## src/rtl/cpu_pkg.sv

```systemverilog
// cpu_pkg: shared opcode constants, fetch FSM state and instruction field helpers.
package cpu_pkg;

    localparam logic [5:0] OPC_J = 6'h02;

    typedef enum logic {FETCH, FAULT} fetch_state_t;

    function automatic logic [5:0] opcode(input logic [31:0] instr);
        return instr[31:26];
    endfunction

    function automatic logic [25:0] target(input logic [31:0] instr);
        return instr[25:0];
    endfunction

endpackage

```

## src/rtl/fetch_next_pc.sv

```systemverilog
// fetch_next_pc: sequential/J-type next-PC selection plus alignment and range check of the current PC.
module fetch_next_pc
    import cpu_pkg::*;
#(
    parameter int unsigned IMEM_BYTES = 36
) (
    input  logic [31:0] pc,
    input  logic [31:0] instr,
    output logic [31:0] pc_plus4,
    output logic [31:0] next_pc,
    output logic        bad_pc
);

    localparam logic [31:0] MAX_PC = 32'(IMEM_BYTES - 4);

    always_comb begin
        pc_plus4 = pc + 32'd4;
        next_pc  = (opcode(instr) == OPC_J) ? {pc_plus4[31:28], target(instr), 2'b00} : pc_plus4;
        bad_pc   = (pc[1:0] != 2'b00) || (pc > MAX_PC);
    end

endmodule

```

## src/rtl/instruction_fetch_unit.sv

```systemverilog
// instruction_fetch_unit: owns the PC, fetches from instruction memory and fills the IF/ID register.
// A bad PC drops the unit into a sticky FAULT state that only reset leaves.
module instruction_fetch_unit
    import cpu_pkg::*;
#(
    parameter logic [31:0] RESET_PC   = 32'h0,
    parameter int unsigned IMEM_BYTES = 36
) (
    input  logic        clk,
    input  logic        reset,
    output logic [31:0] imem_addr,
    input  logic [31:0] imem_instr,
    input  logic        stall,
    input  logic        redirect_valid,
    input  logic [31:0] redirect_pc,
    output logic [31:0] if_id_instr,
    output logic [31:0] if_id_pc_plus4,
    output logic        if_id_valid,
    output logic        fault,
    output logic [31:0] fault_pc
);

    fetch_state_t state, state_d;
    logic [31:0]  pc, pc_plus4, next_pc;
    logic         bad_pc, redir, flt, adv;

    fetch_next_pc #(.IMEM_BYTES(IMEM_BYTES)) u_next (
        .pc       (pc),
        .instr    (imem_instr),
        .pc_plus4 (pc_plus4),
        .next_pc  (next_pc),
        .bad_pc   (bad_pc)
    );

    assign imem_addr = pc;

    always_ff @(posedge clk) begin
        if (reset) state <= FETCH;
        else       state <= state_d;
    end

    always_comb begin
        state_d = (state == FETCH && !redirect_valid && bad_pc) ? FAULT : state;
    end

    // A redirect wins over everything, so a fault on a wrong-path PC never fires.
    always_comb begin
        redir = (state == FETCH) && redirect_valid;
        flt   = (state == FETCH) && !redirect_valid && bad_pc;
        adv   = (state == FETCH) && !redirect_valid && !bad_pc && !stall;
    end

    always_ff @(posedge clk) begin
        if (reset) begin
            pc             <= RESET_PC;
            if_id_instr    <= 32'h0;
            if_id_pc_plus4 <= 32'h0;
            if_id_valid    <= 1'b0;
            fault          <= 1'b0;
            fault_pc       <= 32'h0;
        end else if (redir) begin
            pc          <= redirect_pc;
            if_id_instr <= 32'h0;
            if_id_valid <= 1'b0;
        end else if (flt) begin
            fault       <= 1'b1;
            fault_pc    <= pc;
            if_id_valid <= 1'b0;
        end else if (adv) begin
            pc             <= next_pc;
            if_id_instr    <= imem_instr;
            if_id_pc_plus4 <= pc_plus4;
            if_id_valid    <= 1'b1;
        end
    end

endmodule

```

## config.mk

```make
export PLATFORM = sky130hd
export DESIGN_NAME = instruction_fetch_unit
export DESIGN_NICKNAME = d
export VERILOG_FILES = /design/src/rtl/cpu_pkg.sv /design/src/rtl/fetch_next_pc.sv /design/src/rtl/instruction_fetch_unit.sv
export SDC_FILE = /design/constraint.sdc
export NUM_CORES = 1
export LEC_CHECK = 0
export CORE_MARGIN = 2
export CORE_UTILIZATION = 47
export CTS_CLUSTER_SIZE = 10
export DETAILED_ROUTE_END_ITERATION = 8
export GPL_TIMING_DRIVEN = 0
export PLACE_DENSITY = 0.85
export SLEW_MARGIN = 10
export SYNTH_ARGS = -nofsm -noshare
export SYNTH_HDL_FRONTEND = slang
export SYNTH_SLANG_ARGS = --single-unit
```

## constraint.sdc

```tcl
create_clock -name clk -period 5.6 [get_ports clk]
set_input_delay 1.12 -clock clk [delete_from_list [all_inputs] [get_ports clk]]
set_output_delay 1.12 -clock clk [all_outputs]
set_load 0.02 [all_outputs]
```

Word-level counts from Yosys, hierarchy flattened
Index checks and enable logic that the tools add are counted.
{"block": "word_totals", "reg_bits": 131, "n_memories": 0, "latch_bits": 0, "rom_bits": 0, "ram_bits": 0}
{"block": "classes", "magnitude_cmp": 1, "n_mux": 4, "n_div": 0, "n_shift": 0, "n_eq_ne": 2, "mul": 0, "reduce_logical": 17, "n_addsub": 1, "n_bitwise": 3}
{"operator": "$mux 32", "n": 3}
{"operator": "$add 32x3->32 const B", "n": 1}
{"operator": "$gt 32x6->1 const B", "n": 1}
{"operator": "$mux 28", "n": 1}
{"operator": "$eq 6x2->1 const B", "n": 1}
{"operator": "$reduce_and 2->1", "n": 3}
{"operator": "$logic_and 1x1->1", "n": 5}
{"operator": "$reduce_bool 2->1", "n": 2}
{"operator": "$logic_not 1->1", "n": 3}
{"operator": "$not 1->1", "n": 3}
{"operator": "$reduce_and 3->1", "n": 1}
{"operator": "$reduce_or 3->1", "n": 1}
{"operator": "$ne 2x2->1 const B", "n": 1}
{"operator": "$reduce_or 2->1", "n": 1}
{"operator": "$logic_or 1x1->1", "n": 1}

Logic depth before layout (Yosys ltp)
{"block": "depth", "ltp_word": 8, "ltp_mapped": 10, "depth_no_buf": 7}

By module
Synthesis repeated with hierarchy kept, for this count alone.
{"block": "hier_totals", "cells_unflattened": 785, "area_unflattened_um2": 5952.0}
{"mod": "instruction_fetch_unit", "cells_each": 611, "area_each_um2": 4763.3, "n_inst": 1}
{"mod": "fetch_next_pc", "cells_each": 174, "area_each_um2": 1188.6, "n_inst": 1}

Least setup slack after synthesis
Ideal clock, no wire load.
{"block": "synth_path", "path_kind": "input-to-reg", "startpoint": "input redirect_valid", "endpoint": "register if_id_instr[10]", "setup_ns": 0.132, "t_required_ns": 5.468, "stages": 7, "path_slack_ns": 3.125, "arrival_ns": 2.342, "path_cell_list": "or3_1 -> or3_1 -> buf_2 -> buf_6 -> buf_2 -> nand2_1 -> a21oi_1"}
{"block": "synth_between", "elab_chain_len": 5, "word_cells_on_any_way": 9}
{"item": "start, declared", "line": "instruction_fetch_unit.sv:14", "text": "input logic redirect_valid,"}
{"item": "$logic_not 1->1", "line": "instruction_fetch_unit.sv:49, instruction_fetch_unit.sv:50"}
{"item": "$logic_and 1x1->1", "line": "instruction_fetch_unit.sv:49, instruction_fetch_unit.sv:50"}
{"item": "$logic_and 1x1->1, on equally long branches", "line": "instruction_fetch_unit.sv:50, instruction_fetch_unit.sv:49"}
{"item": "$logic_and 1x1->1 or $not 1->1 (tied branches)"}
{"item": "$reduce_and 2->1 (no line)"}
{"item": "end signal, assigned", "line": "instruction_fetch_unit.sv:71", "text": "if_id_instr <= imem_instr;"}
{"item": "end, declared", "line": "instruction_fetch_unit.sv:16", "text": "output logic [31:0] if_id_instr,"}
Several ways; a longest one is shown, not always the timed one.
A chain may end at the register's enable or synchronous reset.

Worst setup path in the final report
{"block": "layout_path", "startpoint": "register pc[2] (netlist: imem_addr[2])", "endpoint": "output imem_addr[2]"}
{"item": "start, declared", "line": "instruction_fetch_unit.sv:24", "text": "logic [31:0] pc, pc_plus4, next_pc;"}
{"item": "start signal, assigned", "line": "instruction_fetch_unit.sv:62", "text": "pc <= redirect_pc;"}
{"item": "start signal, assigned", "line": "instruction_fetch_unit.sv:70", "text": "pc <= next_pc;"}
{"item": "end, declared", "line": "instruction_fetch_unit.sv:11", "text": "output logic [31:0] imem_addr,"}
No word-level cell between the ends.

==> results.ini <==
[outcome]
status = finished, final reports clean

[synth]
postSynthAreaPerCell_um2 = 8.71
synth.most_common_cell = dfxtp_1
yosysSeqAreaShare = 0.514
synth_flop_cell = dfxtp_1
synth_commonest_cells = 131 x dfxtp_1, 96 x nand2_1, 73 x a21oi_1
ys_async_sr_fraction = 0
syn_nets = 656
synth_top_area_cell = dfxtp_1
synthCells = 586
synth_area_um2 = 5100
synthTopCellsByArea = dfxtp_1 51%, mux2i_1 7.3%, a21oi_1 7.2%
synth_edf_count = 0
synth_warnings = 0
ys_types = 45
ys_ff_latch = 131
synth.top_cell.area_share = 0.514

[setup_path]
critPathRequiredTime_ns = 4.48
max_stage_delay_ns = 0.68
worst-path-max-fanout = 9
path_cells = clkdlybuf4s50_1
cp-startpoint = imem_addr[2]
r2r_setup_slack_ns = 3.03
cp-endpoint = imem_addr[2]
path_class = reg -> out
path_buf_inv = 1
end_kind = output port
cp.depth = 1
arrival_ns = 1.75
rr_startpoint = imem_addr[2]
worst_setup_path_start_kind = flop
ff2ff_path_depth = 10
crit_family = buffers and inverters
r2r-end = if_id_instr[9]
crit_slowest_cell = clkdlybuf4s50_1

[cts]
clock_path_buffers = 2
cts_made_buffers = 17
cts-root-buf = clkbuf_8
clock_sinks = 131
ctsHoldBuffers = 0
cts_resized = 0
clk-insertion-delay-late_ns = 0.52
cts_tree = done
clkSlewWorstSetupHoldPaths_ns = 0.06
htree_levels = 4
post_cts_buffers = 0

[grt]
track_usage = 0.313
grt_use_met1 = 0.363
grt_pass1_wl_mm = 28.0
grt_pass1_vias = 5341
top_usage_layer = met2
grt_max_degree = 17
antenna_found_initial = 0
grtUsageMet2 = 0.513
overflow = 0
globalRouteMet3Util = 0.124

[floorplanning]
dieArea_um2 = 11700
rows = 38
io-pin-count = 198
die_h_um = 108
core_area_um2 = 10700
initial_utilization = 0.477
die_w_um = 108

[timing]
hold_ws_ns = 0.461
tightest_slew_ns = 0.676
clock_skew_ns = 0.00603
timing.fmax_mhz = 349
drv_slew = 0
min_period_over_period = 0.512
hold_viol_final = 0
setup_viol_count_final = 0
relSlewSlack = 0.549
final.setup.tns_ns = 0
rsz0062_at_grt = no
finalCriticalPeriod_ns = 2.87

[power_and_ir_drop]
power_frac_clock = 0.473
p_per_area_nw_per_um2 = 307
p_comb_frac = 0.113
p_int_mw = 1.82
ir_drop_mv = 0.176
power_switching_mw = 0.594
seq_power_share = 0.414
power.switching_fraction = 0.246
p_leak_nw = 3.07

[route]
first_pass_iters = 7
drc = 0
ant_nets = 0
via_per_inst = 5.61
wl_mm = 18.1
dr_total_vias = 5352
drt-initial-drc-count = 443
wl_per_cell_um = 19.0

[flow_run]
maxCapViolCount = 0

[final_layout]
finish.utilization = 0.735
layout.nets = 871
area_growth_syn_to_layout_pct = 54.0
diodes = 0
layout-drive-gt1-share = 0.0602

[placement]
io_buffers = 196
dp_hpwl_mm = 13.1
place_congestion = 0.913

[min_path]
hold_class = reg -> reg

layout make-up:
type / instances / area [um^2]
Multi-Input combinational cell: 399 / 2230
Inverter: 7 / 26.3
Clock buffer: 22 / 473
Sequential cell: 131 / 2620
Clock inverter: 10 / 146
Buffer: 49 / 221
Timing Repair Buffer: 196 / 1960
Tap cell: 140 / 175
Fill cell: 767 / 2840
per-stage QoR:
step / setup slack (ns) / cells / instance area [um^2] / total power [mW]
after floorplan: 3.13 / 586 / 5100 / 1.14
after global routing: 2.66 / 954 / 7860 / 2.49
after detailed placement: 2.36 / 922 / 7240 / 1.29
final: 2.73 / 954 / 7860 / 2.42
after CTS: 2.72 / 954 / 7860 / 2.42
after global placement: 2.37 / 922 / 7240 / 1.28
routing by layer:
layer  part of all wire  vias up
met3               0.11       65
met1               0.38     2489
met4              0.033        0
met2               0.48      325
met5                  0        -
li1                   -     2473
worst register-to-register path, stage by stage (launching register included):
cell       delay (ns)
dfxtp_1          0.54
inv_1            0.12
ha_1             0.21
nor2b_1          0.12
o2111ai_1        0.35
or3_1            0.20
buf_2            0.25
buf_6            0.20
buf_2            0.22
nand2_1          0.08
a21oi_1          0.18
power by group through the flow:
stage	Sequential [mW]	Combinational (mW)	Clock, mW
after global placement	1.02	0.262	0
after detailed placement	1.02	0.269	0
after floorplan	1.04	0.101	0
after CTS	0.998	0.271	1.15
after global routing	1.00	0.291	1.19
final	1.00	0.274	1.14
how the worst min path moves through the flow:
| stage | from | endpoint | depth (start not counted) |
|---|---|---|---|
| after floorplan | imem_addr[0] | imem_addr[0] | 2 |
| after global placement | if_id_instr[0] | if_id_instr[0] | 2 |
| after detailed placement | if_id_instr[15] | if_id_instr[15] | 2 |
| after CTS | if_id_instr[15] | if_id_instr[15] | 2 |
| after global routing | if_id_instr[30] | if_id_instr[30] | 2 |
| final | if_id_instr[14] | if_id_instr[14] | 2 |
sequential cells by signal, summed over array words and instances (netlist names):
name / count
state: 1
if_id_pc_plus4: 32
if_id_valid: 1
fault_pc: 32
if_id_instr: 32
fault: 1
imem_addr: 32
kinds of logic after synthesis:
group           share of synthesized area
xor+xnor                          0.00515
simple gates                        0.206
buf+inv                            0.0486
fa+ha+maj                         0.00490
compound gates                      0.146
flops                               0.514
mux                                0.0748
placed cells by master, fill, tap and decap left out, drive strengths merged, types with 2 or more instances in the layout:
| cell type | instances |
|---|---|
| bufinv | 3 |
| nor2 | 48 |
| clkinv | 2 |
| a311oi | 2 |
| ha | 2 |
| nand4 | 10 |
| clkdlybuf4s50 | 196 |
| o22ai | 2 |
| nor3 | 3 |
| or3 | 2 |
| clkbuf | 54 |
| o21ai | 26 |
| clkinvlp | 4 |
| and3 | 32 |
| o31ai | 3 |
| nand3 | 16 |
| o21a | 3 |
| nand2 | 96 |
| nor4 | 8 |
| nand2b | 2 |
| and2 | 2 |
| buf | 17 |
| xnor2 | 2 |
| a31oi | 3 |
| a21oi | 73 |
| a41o | 4 |
| a211oi | 4 |
| dfxtp | 131 |
| nor2b | 3 |
| inv | 8 |
| and4 | 4 |
| mux2i | 37 |
Power figures use the tool's default switching activity.
